## src/rtl/inst_sequencer_if.sv

```systemverilog
`default_nettype none
// ============================================================================
// Module      : inst_sequencer_if
// Description : Bundles the sequencer's control, fetch, flag and status
//               signals. The master modport is the sequencer side. The slave
//               modport is the instruction memory / datapath side.
// Revision    : 1.0 - initial release
// ============================================================================
interface inst_sequencer_if #(
    parameter int PC_WIDTH = 4
);
    logic                start;
    logic [31:0]         inst;
    logic                stall;
    logic                sign;
    logic                zero;
    logic                overflow;
    logic                carry;
    logic [PC_WIDTH-1:0] pc;
    logic [31:0]         ir;
    logic                exec_en;
    logic                busy;
    logic                halted;

    modport master (
        input  start, inst, stall, sign, zero, overflow, carry,
        output pc, ir, exec_en, busy, halted
    );

    modport slave (
        output start, inst, stall, sign, zero, overflow, carry,
        input  pc, ir, exec_en, busy, halted
    );
endinterface
`default_nettype wire

```

## src/rtl/inst_sequencer.sv

```systemverilog
`default_nettype none
// ============================================================================
// Module      : inst_sequencer
// Description : Multi-cycle instruction sequencer. It owns the PC and fetches
//               into the IR. It resolves jump and halt opcodes locally and
//               strobes exec_en once per datapath op. Each instruction runs
//               FETCH, DECODE, EXEC, EXEC_CYCLES x WAIT, NEXT.
// Revision    : 1.0 - initial release
// ============================================================================
module inst_sequencer #(
    parameter int PC_WIDTH    = 4,
    parameter int EXEC_CYCLES = 4   // 1..15
) (
    input  wire logic           clk,
    input  wire logic           sys_rst,   // asynchronous, active low
    inst_sequencer_if.master    bus
);

    typedef enum logic [2:0] {
        S_IDLE   = 3'd0,
        S_FETCH  = 3'd1,
        S_DECODE = 3'd2,
        S_EXEC   = 3'd3,
        S_WAIT   = 3'd4,
        S_NEXT   = 3'd5,
        S_HALT   = 3'd6
    } state_t;

    localparam logic [4:0] c_OP_JUMP   = 5'b10010;
    localparam logic [4:0] c_OP_JC     = 5'b10011;
    localparam logic [4:0] c_OP_JNC    = 5'b10100;
    localparam logic [4:0] c_OP_JS     = 5'b10101;
    localparam logic [4:0] c_OP_JNS    = 5'b10110;
    localparam logic [4:0] c_OP_JZ     = 5'b10111;
    localparam logic [4:0] c_OP_JNZ    = 5'b11000;
    localparam logic [4:0] c_OP_JO     = 5'b11001;
    localparam logic [4:0] c_OP_JNO    = 5'b11010;
    localparam logic [4:0] c_OP_HALT   = 5'b11011;
    localparam logic [3:0] c_LAST_WAIT = 4'(EXEC_CYCLES - 1);

    state_t              r_state;
    state_t              w_next_state;
    logic [PC_WIDTH-1:0] r_pc;
    logic [31:0]         r_ir;
    logic [3:0]          r_count;
    logic                r_take_jump;
    logic                r_exec_en;
    logic                r_busy;
    logic                r_halted;

    logic [4:0]          w_opcode;
    logic [PC_WIDTH-1:0] w_target;
    logic                w_is_halt;
    logic                w_is_dp;
    logic                w_cond;

    assign w_opcode  = r_ir[31:27];
    assign w_target  = r_ir[PC_WIDTH-1:0];
    assign w_is_halt = (w_opcode == c_OP_HALT);
    // Opcodes below the first jump opcode go to the datapath. Reserved codes
    // above halt fall through as no-ops.
    assign w_is_dp   = (w_opcode < c_OP_JUMP);

    // Evaluate the jump condition against the live flags. Non-jumps never jump.
    always_comb begin
        w_cond = 1'b0;
        case (w_opcode)
            c_OP_JUMP: w_cond = 1'b1;
            c_OP_JC:   w_cond = bus.carry;
            c_OP_JNC:  w_cond = ~bus.carry;
            c_OP_JS:   w_cond = bus.sign;
            c_OP_JNS:  w_cond = ~bus.sign;
            c_OP_JZ:   w_cond = bus.zero;
            c_OP_JNZ:  w_cond = ~bus.zero;
            c_OP_JO:   w_cond = bus.overflow;
            c_OP_JNO:  w_cond = ~bus.overflow;
            default:   w_cond = 1'b0;
        endcase
    end

    // Next-state logic. start and stall are only looked at where they matter.
    always_comb begin
        w_next_state = r_state;
        case (r_state)
            S_IDLE:   if (bus.start) w_next_state = S_FETCH;
            S_FETCH:  w_next_state = S_DECODE;
            S_DECODE: w_next_state = w_is_halt ? S_HALT : S_EXEC;
            S_EXEC:   w_next_state = S_WAIT;
            S_WAIT:   if (!bus.stall && (r_count == c_LAST_WAIT)) w_next_state = S_NEXT;
            S_NEXT:   w_next_state = S_FETCH;
            S_HALT:   if (bus.start) w_next_state = S_FETCH;
            default:  w_next_state = S_IDLE;
        endcase
    end

    // State register.
    always_ff @(posedge clk or negedge sys_rst) begin
        if (!sys_rst) r_state <= S_IDLE;
        else          r_state <= w_next_state;
    end

    // PC, IR, wait counter and the jump decision, each updated in its own state.
    always_ff @(posedge clk or negedge sys_rst) begin
        if (!sys_rst) begin
            r_pc        <= '0;
            r_ir        <= '0;
            r_count     <= '0;
            r_take_jump <= 1'b0;
        end else begin
            case (r_state)
                S_FETCH:  r_ir        <= bus.inst;
                S_DECODE: r_take_jump <= w_cond;
                S_EXEC:   r_count     <= '0;
                S_WAIT:   if (!bus.stall) r_count <= r_count + 4'd1;
                S_NEXT:   r_pc        <= r_take_jump ? w_target : r_pc + PC_WIDTH'(1);
                S_HALT:   if (bus.start) r_pc <= '0;
                default:  ;
            endcase
        end
    end

    // Status outputs are registered from the next state, so they line up with it.
    // exec_en fires in EXEC only for datapath ops.
    always_ff @(posedge clk or negedge sys_rst) begin
        if (!sys_rst) begin
            r_exec_en <= 1'b0;
            r_busy    <= 1'b0;
            r_halted  <= 1'b0;
        end else begin
            r_exec_en <= (r_state == S_DECODE) && w_is_dp;
            r_busy    <= (w_next_state != S_IDLE) && (w_next_state != S_HALT);
            r_halted  <= (w_next_state == S_HALT);
        end
    end

    assign bus.pc      = r_pc;
    assign bus.ir      = r_ir;
    assign bus.exec_en = r_exec_en;
    assign bus.busy    = r_busy;
    assign bus.halted  = r_halted;

endmodule
`default_nettype wire

```

## src/flat_wrapper.sv

```systemverilog
// flat-port wrapper written by rule: the top's interface ports become plain ports
module inst_sequencer_flat 
#(
    parameter int PC_WIDTH    = 4,
    parameter int EXEC_CYCLES = 4           
)
  (clk, sys_rst, bus_start, bus_inst, bus_stall, bus_sign, bus_zero, bus_overflow, bus_carry, bus_pc, bus_ir, bus_exec_en, bus_busy, bus_halted);
  inst_sequencer_if #(.PC_WIDTH(PC_WIDTH)) bus_i ();
  input  wire logic clk;
  input  wire logic sys_rst;
  input wire logic [$bits(bus_i.start)-1:0] bus_start;
  input wire logic [$bits(bus_i.inst)-1:0] bus_inst;
  input wire logic [$bits(bus_i.stall)-1:0] bus_stall;
  input wire logic [$bits(bus_i.sign)-1:0] bus_sign;
  input wire logic [$bits(bus_i.zero)-1:0] bus_zero;
  input wire logic [$bits(bus_i.overflow)-1:0] bus_overflow;
  input wire logic [$bits(bus_i.carry)-1:0] bus_carry;
  output wire logic [$bits(bus_i.pc)-1:0] bus_pc;
  output wire logic [$bits(bus_i.ir)-1:0] bus_ir;
  output wire logic [$bits(bus_i.exec_en)-1:0] bus_exec_en;
  output wire logic [$bits(bus_i.busy)-1:0] bus_busy;
  output wire logic [$bits(bus_i.halted)-1:0] bus_halted;
  assign bus_i.start = bus_start;
  assign bus_i.inst = bus_inst;
  assign bus_i.stall = bus_stall;
  assign bus_i.sign = bus_sign;
  assign bus_i.zero = bus_zero;
  assign bus_i.overflow = bus_overflow;
  assign bus_i.carry = bus_carry;
  assign bus_pc = bus_i.pc;
  assign bus_ir = bus_i.ir;
  assign bus_exec_en = bus_i.exec_en;
  assign bus_busy = bus_i.busy;
  assign bus_halted = bus_i.halted;
  inst_sequencer #(.PC_WIDTH(PC_WIDTH), .EXEC_CYCLES(EXEC_CYCLES)) u_core (.clk(clk), .sys_rst(sys_rst), .bus(bus_i));
endmodule
```

## config.mk

```make
export PLATFORM = sky130hd
export DESIGN_NAME = inst_sequencer_flat
export DESIGN_NICKNAME = d
export VERILOG_FILES = /design/src/rtl/inst_sequencer_if.sv /design/src/rtl/inst_sequencer.sv /design/src/flat_wrapper.sv
export SDC_FILE = /design/constraint.sdc
export NUM_CORES = 1
export LEC_CHECK = 0
export ABC_CLOCK_PERIOD_IN_PS = 3700
export BUFFER_PORTS_ARGS = -buffer_cell sky130_fd_sc_hd__buf_4
export CAP_MARGIN = 20
export CORE_ASPECT_RATIO = 1.4
export CORE_MARGIN = 2
export CORE_UTILIZATION = 52
export DETAILED_ROUTE_END_ITERATION = 8
export PLACE_DENSITY = 0.8
export SYNTH_ARGS = -nofsm -noshare
export SYNTH_HDL_FRONTEND = slang
export SYNTH_SLANG_ARGS = --single-unit
```

## constraint.sdc

```tcl
create_clock -name clk -period 3.7 [get_ports clk]
set_clock_uncertainty 0.15 [all_clocks]
set_input_delay 0 -clock clk [delete_from_list [all_inputs] [get_ports clk]]
set_output_delay 0 -clock clk [all_outputs]
set_load 0.01 [all_outputs]
```

Yosys cells after proc, flatten, opt, wreduce, memory -nomap -nowiden
Cells that the tools add are included.
- reduce and logical (&&, ||, !) cells: 11
- equal/unequal tests: 21
- multiplexer cells: 10
- $add $sub $neg: 2
- magnitude comparators: 1
- bitwise gates (word level): 4
- operators with widths (cell ; number):
    5-bit == test (second input constant) ; 10
    3-bit one-hot mux with 6 select lines ; 1
    4-bit one-hot mux with 2 select lines ; 2
    3-bit == test (second input constant) ; 4
    4-bit 2-to-1 mux ; 3
    3-bit 2-to-1 mux ; 3
    1-bit one-hot mux with 9 select lines ; 1
    4-bit by 1-bit adder with 4-bit output (second input constant) ; 2
    3-bit by 2-bit == test with 1-bit output (second input constant) ; 2
    5-bit < comparator (second input constant) ; 1
    4-bit by 2-bit == test with 1-bit output (second input constant) ; 1
    2-bit inequality test (second input constant) ; 2
    1-bit NOT ; 4
    2-bit AND reduction ; 2
    2-bit nonzero test ; 2
    3-bit by 1-bit == test with 1-bit output (second input constant) ; 1
    1-bit logical AND ; 3
    3-bit zero test ; 1
    3-bit inequality test (second input constant) ; 1
    3-bit nonzero test ; 1
    2-bit OR reduction ; 1
    1-bit zero test ; 1
- flip-flop bits (word level): 47
- logic and storage cells: 57

Depth between registers and ports, before layout
Gate-level depths: netlist (run 1).
- word-level depth: 6
- gate-level depth with buffers: 5
- depth with buffers taken out: 5

Least setup slack after synthesis (run 1)
OpenSTA, ideal clock, no wires.
- path kind: register -> register
- from: register u_core.r_state[2]
- to: register u_core.r_ir[10] (netlist: u_core.bus.ir[10])
- arrival: 1.295 ns
- path buffers: 1
- data required time: 3.425 ns
- cell stages (with the launch flop): 5
- setup slack: 2.130 ns
- path through: dfrtp_1 nand2b_1 nor2_4 buf_4 mux2_2
- word-level cells in the longest chain between the ends: 1
- ends and longest elaborated chain (element ; line ; RTL):
    start, declared ; inst_sequencer.sv:41 ; state_t r_state;
    start signal, assigned ; inst_sequencer.sv:99 ; else r_state <= w_next_state;
    3-bit by 1-bit == test with 1-bit output ; inst_sequencer.sv:110 ; case (r_state)
    end signal, assigned ; inst_sequencer.sv:111 ; S_FETCH: r_ir <= bus.inst;
    end, declared ; inst_sequencer.sv:44 ; logic [31:0] r_ir;
No other way between the ends.
A chain may end at the register's enable or synchronous reset.

Worst setup path in the final report (run 1)
- from: register u_core.r_state[2]
- to: register u_core.r_ir[25] (netlist: u_core.bus.ir[25])
The elaborated chain is that of the path after synthesis.

==> metrics, run 1 <==
run status=finished, final reports clean; worst hold path class=primary input to register; wire per inst=17.3 µm; Mapped Area=0.00212 mm²; syn_area_per_cell=12.2 µm²; chip height=79.6 µm; worst stage delay on the critical path=0.74 ns; CP bufs+invs=0; Crit Path Max Fanout=33; CP arrival=2.32 ns; CP max stage cell=nor2_4; Routed Antenna Nets=0; cell family with most CP delay=simple AND/OR/NAND/NOR gates; RSZ-0062 raised after global routing=false; area of the die=0.00461 mm²; total negative setup slack=0 ns; global-route wire length before repair=9270 µm; Unique masters post-synth=38; CTS H-tree depth=2; DP HPWL=3220 µm; Final Setup Violations=0; register-to-register setup slack=1.42 ns; site row count=27; CTS Buffer Depth=2; vias per cell=5.50; grt total ovfl=0; most common cell after layout, fill and taps aside=buf_4; final wirelength=5750 µm; post-layout min period=2.28 ns; Final period util=0.615; FF+latch count, synth=47; CTS tree=done; initial core utilization=0.541; Final Wtd Congestion=0.885; register area share after synthesis=0.555; Num CTS Buffers=5; Net Count, Synth=216; worst vdd ir=548 µV; most frequent cells in the layout=buf_4, dfrtp_1, dlygate4sd3_1; crit end category=register; Max Clk Rate=439 MHz; largest net degree at the start of global routing=48; maxcap violations=0; first drt pass iteration count=4; pwr dens=793 mW/mm²; PortBufs=78; Leakage Power=1.45 nW; CP startpoint=u_core.r_state[2]; drt drc=0; DR vias=1826; PostCTS Resize Cnt=0; layout cell share with drive strength beyond 1=0.419; placed cells=287; Starting DRT DRC Count=37; Post-Synthesis Cells=174; Clk Latency, worst-skew pair=0.31 ns; core area=0.00392 mm²; Final #Nets=330; Max-slew headroom=0.389; antenna violations before repair=0; CTS sink count=47; Total GRT Usage=0.267; Overall Power=2.53 mW; Die W=58.0 µm; Slew Limit Fails=0; vias in the first global route=1938; Critical Path RT=3.75 ns; Worst-Margin Slew=0.914 ns; Startpoint Class=register; hold slack=0.0462 ns; Hold Fails Final Rpt=0; YS warnings=0; Root Driver=clkbuf_8; IO Pins=79; Worst Hold Launch=bus_sign; CP Class=register to register; R2R Path Start=u_core.r_state[2]; clock-pin slew on the worst setup and hold paths=0.10 ns; Layout Cells excl Fill=332; ANT cells=0; Area Overhead vs Synth=50.6%; Cell Chain, Critical Path=nand2b_1 -> nor2_4 -> mux2_2
-- flip-flops by register name, summed over array words and instances, names as in the netlist --
| name | flops |
|---|---|
| u_core.r_take_jump | 1 |
| u_core.r_state | 3 |
| u_core.r_count | 4 |
| u_core.bus.halted | 1 |
| u_core.bus.busy | 1 |
| u_core.bus.ir | 32 |
| u_core.bus.exec_en | 1 |
| u_core.bus.pc | 4 |
-- through the flow --
| step | cell area [µm²] | setup slack (ns) | util |
|---|---|---|---|
| final | 3190 | 1.42 | 0.815 |
| after global routing | 3190 | 1.29 | 0.815 |
| after CTS | 3190 | 1.46 | 0.815 |
| after detailed placement | 2710 | 1.47 | 0.692 |
| after global placement | 2710 | 1.50 | 0.692 |
| after floorplan | 2120 | 2.13 | - |
-- timing repair --
| item | in CTS | in global routing |
|---|---|---|
| buffers inserted | 0 | 0 |
| endpoints found under the hold margin | 87 | 0 |
| hold buffers | 37 | 0 |
| setup endpoints to repair | 0 | 0 |
-- cells in the mapped netlist (all sizes together) --
library cell / count / area (µm²)
a211oi: 1 / 7.51
a21oi: 8 / 40.0
a22oi: 2 / 15.0
a311o: 1 / 10.0
a31o: 1 / 8.76
a31oi: 1 / 6.26
and3: 1 / 6.26
and3b: 1 / 8.76
buf: 6 / 41.3
clkbuf: 2 / 7.51
dfrtp: 47 / 1180
ha: 2 / 25.0
inv: 4 / 15.0
mux2: 32 / 360
mux2i: 2 / 20.0
nand2: 14 / 52.6
nand2b: 5 / 31.3
nand3: 3 / 15.0
nand4b: 1 / 8.76
nor2: 8 / 37.5
nor2b: 2 / 12.5
nor3b: 4 / 35.0
nor4b: 3 / 26.3
o211ai: 2 / 15.0
o21ai: 8 / 40.0
o221ai: 1 / 8.76
o22ai: 4 / 25.0
o311ai: 1 / 8.76
o31a: 1 / 8.76
o32ai: 1 / 8.76
or2: 1 / 6.26
or3: 2 / 12.5
or3b: 1 / 11.3
xnor2: 1 / 8.76
-- final cells by class --
type                            count  area, µm²
Sequential cell                    47       1180
Clock inverter                      3       43.8
Clock buffer                        5       68.8
Multi-Input combinational cell    115        881
Tap cell                           43       53.8
Fill cell                         211        724
Inverter                            4       15.0
Timing Repair Buffer              115        956
-- metal layers --
| layer | routed length, µm | up-vias | GRT usage |
|---|---|---|---|
| li1 | - | 851 | - |
| met1 | 2440 | 885 | 0.355 |
| met2 | 2850 | 82 | 0.433 |
| met3 | 378 | 8 | 0.0616 |
| met4 | 76 | 0 | 0.0814 |
| met5 | 0 | - | 0 |
-- cells by family (layout without fill, tap and decap cells) --
group | count (synthesis) | in the layout | synth area share
AOI/OAI and AO/OA | 32 | 32 | 0.0956
muxes | 34 | 34 | 0.179
adders and majority gates | 2 | 2 | 0.0118
buffers and inverters | 12 | 127 | 0.0301
and+or+nand+nor | 46 | 46 | 0.124
xor gates and xnor gates | 1 | 1 | 0.00413
DFF | 47 | 47 | 0.555
-- where the power goes --
part           internal, mW  leakage [nW]  switching [mW]
Sequential            0.754         0.573           0.272
Combinational         0.643         0.823           0.472
Clock                 0.202        0.0581           0.192
-- worst reg2reg max path, delay by kind of cell (launching register included) --
family | cells | cell delay, ns
DFF | 1 | 0.53
muxes | 1 | 0.44
and+or+nand+nor | 2 | 1.04
-- path summary, 6_finish.rpt --
check / to / depth (start not counted)
min in group asynchronous: u_core.bus.ir[28] / 2
max in group asynchronous: u_core.bus.pc[3] / 2
max reg2reg: u_core.bus.ir[25] / 3
min reg2reg: u_core.bus.ir[26] / 1
min: u_core.r_take_jump / 5
max: u_core.bus.ir[25] / 3
No activity file was read; power rests on OpenSTA's default activity.
==> run 2: changes to the inputs <==
Settings changed: ABC_CLOCK_PERIOD_IN_PS 3700 to 1940, CORE_UTILIZATION 52 to 44, PLACE_DENSITY 0.8 to 0.71.
Clock period 3.7 ns to 1.94 ns, I/O delays scaled along.
==> metrics, run 2 (synthesis gave the netlist of run 1 again) <==
PortBufs=78; area of the die=0.00540 mm²; Worst-Margin Slew=0.589 ns; IO Pins=79; CP startpoint=u_core.bus.ir[29]; clock-pin slew on the worst setup and hold paths=0.08 ns; post-CTS setup buffers=0; chip height=86.1 µm; CP Class=register to register; Slew Limit Fails=0; CTS tree=done; largest net degree at the start of global routing=48; hold slack=0.0615 ns; Hold Fails Final Rpt=0; Die W=62.7 µm; Leakage Power=1.45 nW; worst vdd ir=1160 µV; ANT cells=0; crit end category=register; vias per cell=5.09; wire per inst=14.0 µm; maxcap violations=0; core area=0.00457 mm²; Clk Latency, worst-skew pair=0.30 ns; CTS H-tree depth=2; layout filler cell count=357; total negative setup slack=0 ns; layout cell share with drive strength beyond 1=0.425; Starting DRT DRC Count=59; Critical Path RT=2.01 ns; most common cell after layout, fill and taps aside=buf_4; Root Driver=clkbuf_8; drt drc=0; R2R Path Start=u_core.bus.ir[29]; Final Wtd Congestion=0.760; Area Overhead vs Synth=52.0%; most frequent cells in the layout=buf_4, dfrtp_1, dlygate4sd3_1; antenna violations before repair=0; CTS Buffer Depth=2; hold depth=5; Num CTS Buffers=5; post-layout min period=1.82 ns; run status=finished, final reports clean; Final Setup Violations=0; pwr dens=1430 mW/mm²; DP HPWL=3170 µm; Worst Hold Launch=bus_sign; Total GRT Usage=0.195; Final period util=0.936; Routed Antenna Nets=0; vias in the first global route=1845; final wirelength=4950 µm; DR vias=1802; CP arrival=1.88 ns; footprint of the multi-input gates=881 µm²; CTS sink count=47; initial core utilization=0.464; site row count=29; Startpoint Class=register; global-route wire length before repair=8340 µm; worst hold path class=primary input to register; first drt pass iteration count=4; Max-slew headroom=0.607; Storage cell area=0.00118 mm²; Final #Nets=333; Max Clk Rate=551 MHz; Largest register FFs=32; RSZ-0062 raised after global routing=false; Overall Power=4.61 mW; grt total ovfl=0; Worst Reg-to-Reg Cells=5; Crit Path Max Fanout=9
-- run 2: through the flow --
stage | setup WS, ns | utilization | std cells | instance area, µm²
3_3_place_gp | 0.263 | 0.606 | 309 | 2770
4_1_cts | 0.0762 | 0.705 | 354 | 3220
3_5_place_dp | 0.190 | 0.606 | 309 | 2770
2_1_floorplan | 0.370 | - | 174 | 2120
6_report | 0.125 | 0.705 | 354 | 3220
5_1_grt | 0.00689 | 0.705 | 354 | 3220
-- run 2: final cells by class --
class / count / area share
Timing Repair Buffer: 118 / 0.307
Clock inverter: 1 / 0.00155
Multi-Input combinational cell: 115 / 0.273
Inverter: 4 / 0.00466
Tap cell: 62 / 0.0241
Sequential cell: 47 / 0.366
Clock buffer: 7 / 0.0237
-- run 2: power by group --
group	total, mW	leakage, nW	internal, mW	switching [mW]
sequential	1.87	0.571	1.44	0.421
combinational	2.17	0.841	1.28	0.896
clock	0.568	0.0422	0.253	0.315
-- run 2: repair_timing --
| item | 4_1_cts | 5_1_grt |
|---|---|---|
| setup endpoints to repair | 0 | 1 |
| endpoints found under the hold margin | 88 | 0 |
| hold buffers | 37 | 0 |
| gates resized for setup | 0 | 2 |
-- run 2: routing by layer --
metal,GRT usage,part of all wire
met4,0.0707,0.013
met3,0.0446,0.046
met5,0,0
met2,0.355,0.54
met1,0.224,0.40
-- run 2: worst max-delay path, cell delays in order, from the launching register on --
cell and delay [ns]:
dfrtp_2 0.46, nand2b_1 0.20, o22ai_1 0.17, dlygate4sd3_1 0.57, o211ai_1 0.08, o211ai_1 0.10
-- run 2: path summary, 6_finish.rpt --
check | endpoint | slack [ns]
worst min register to register | u_core.bus.ir[12] | 0.36
min in group asynchronous | u_core.bus.ir[17] | 0.10
worst max-delay path | u_core.r_take_jump | 0.12
max in group asynchronous | u_core.bus.ir[30] | 1.11
worst min-delay path | u_core.r_take_jump | 0.06
worst max register to register | u_core.r_take_jump | 0.12
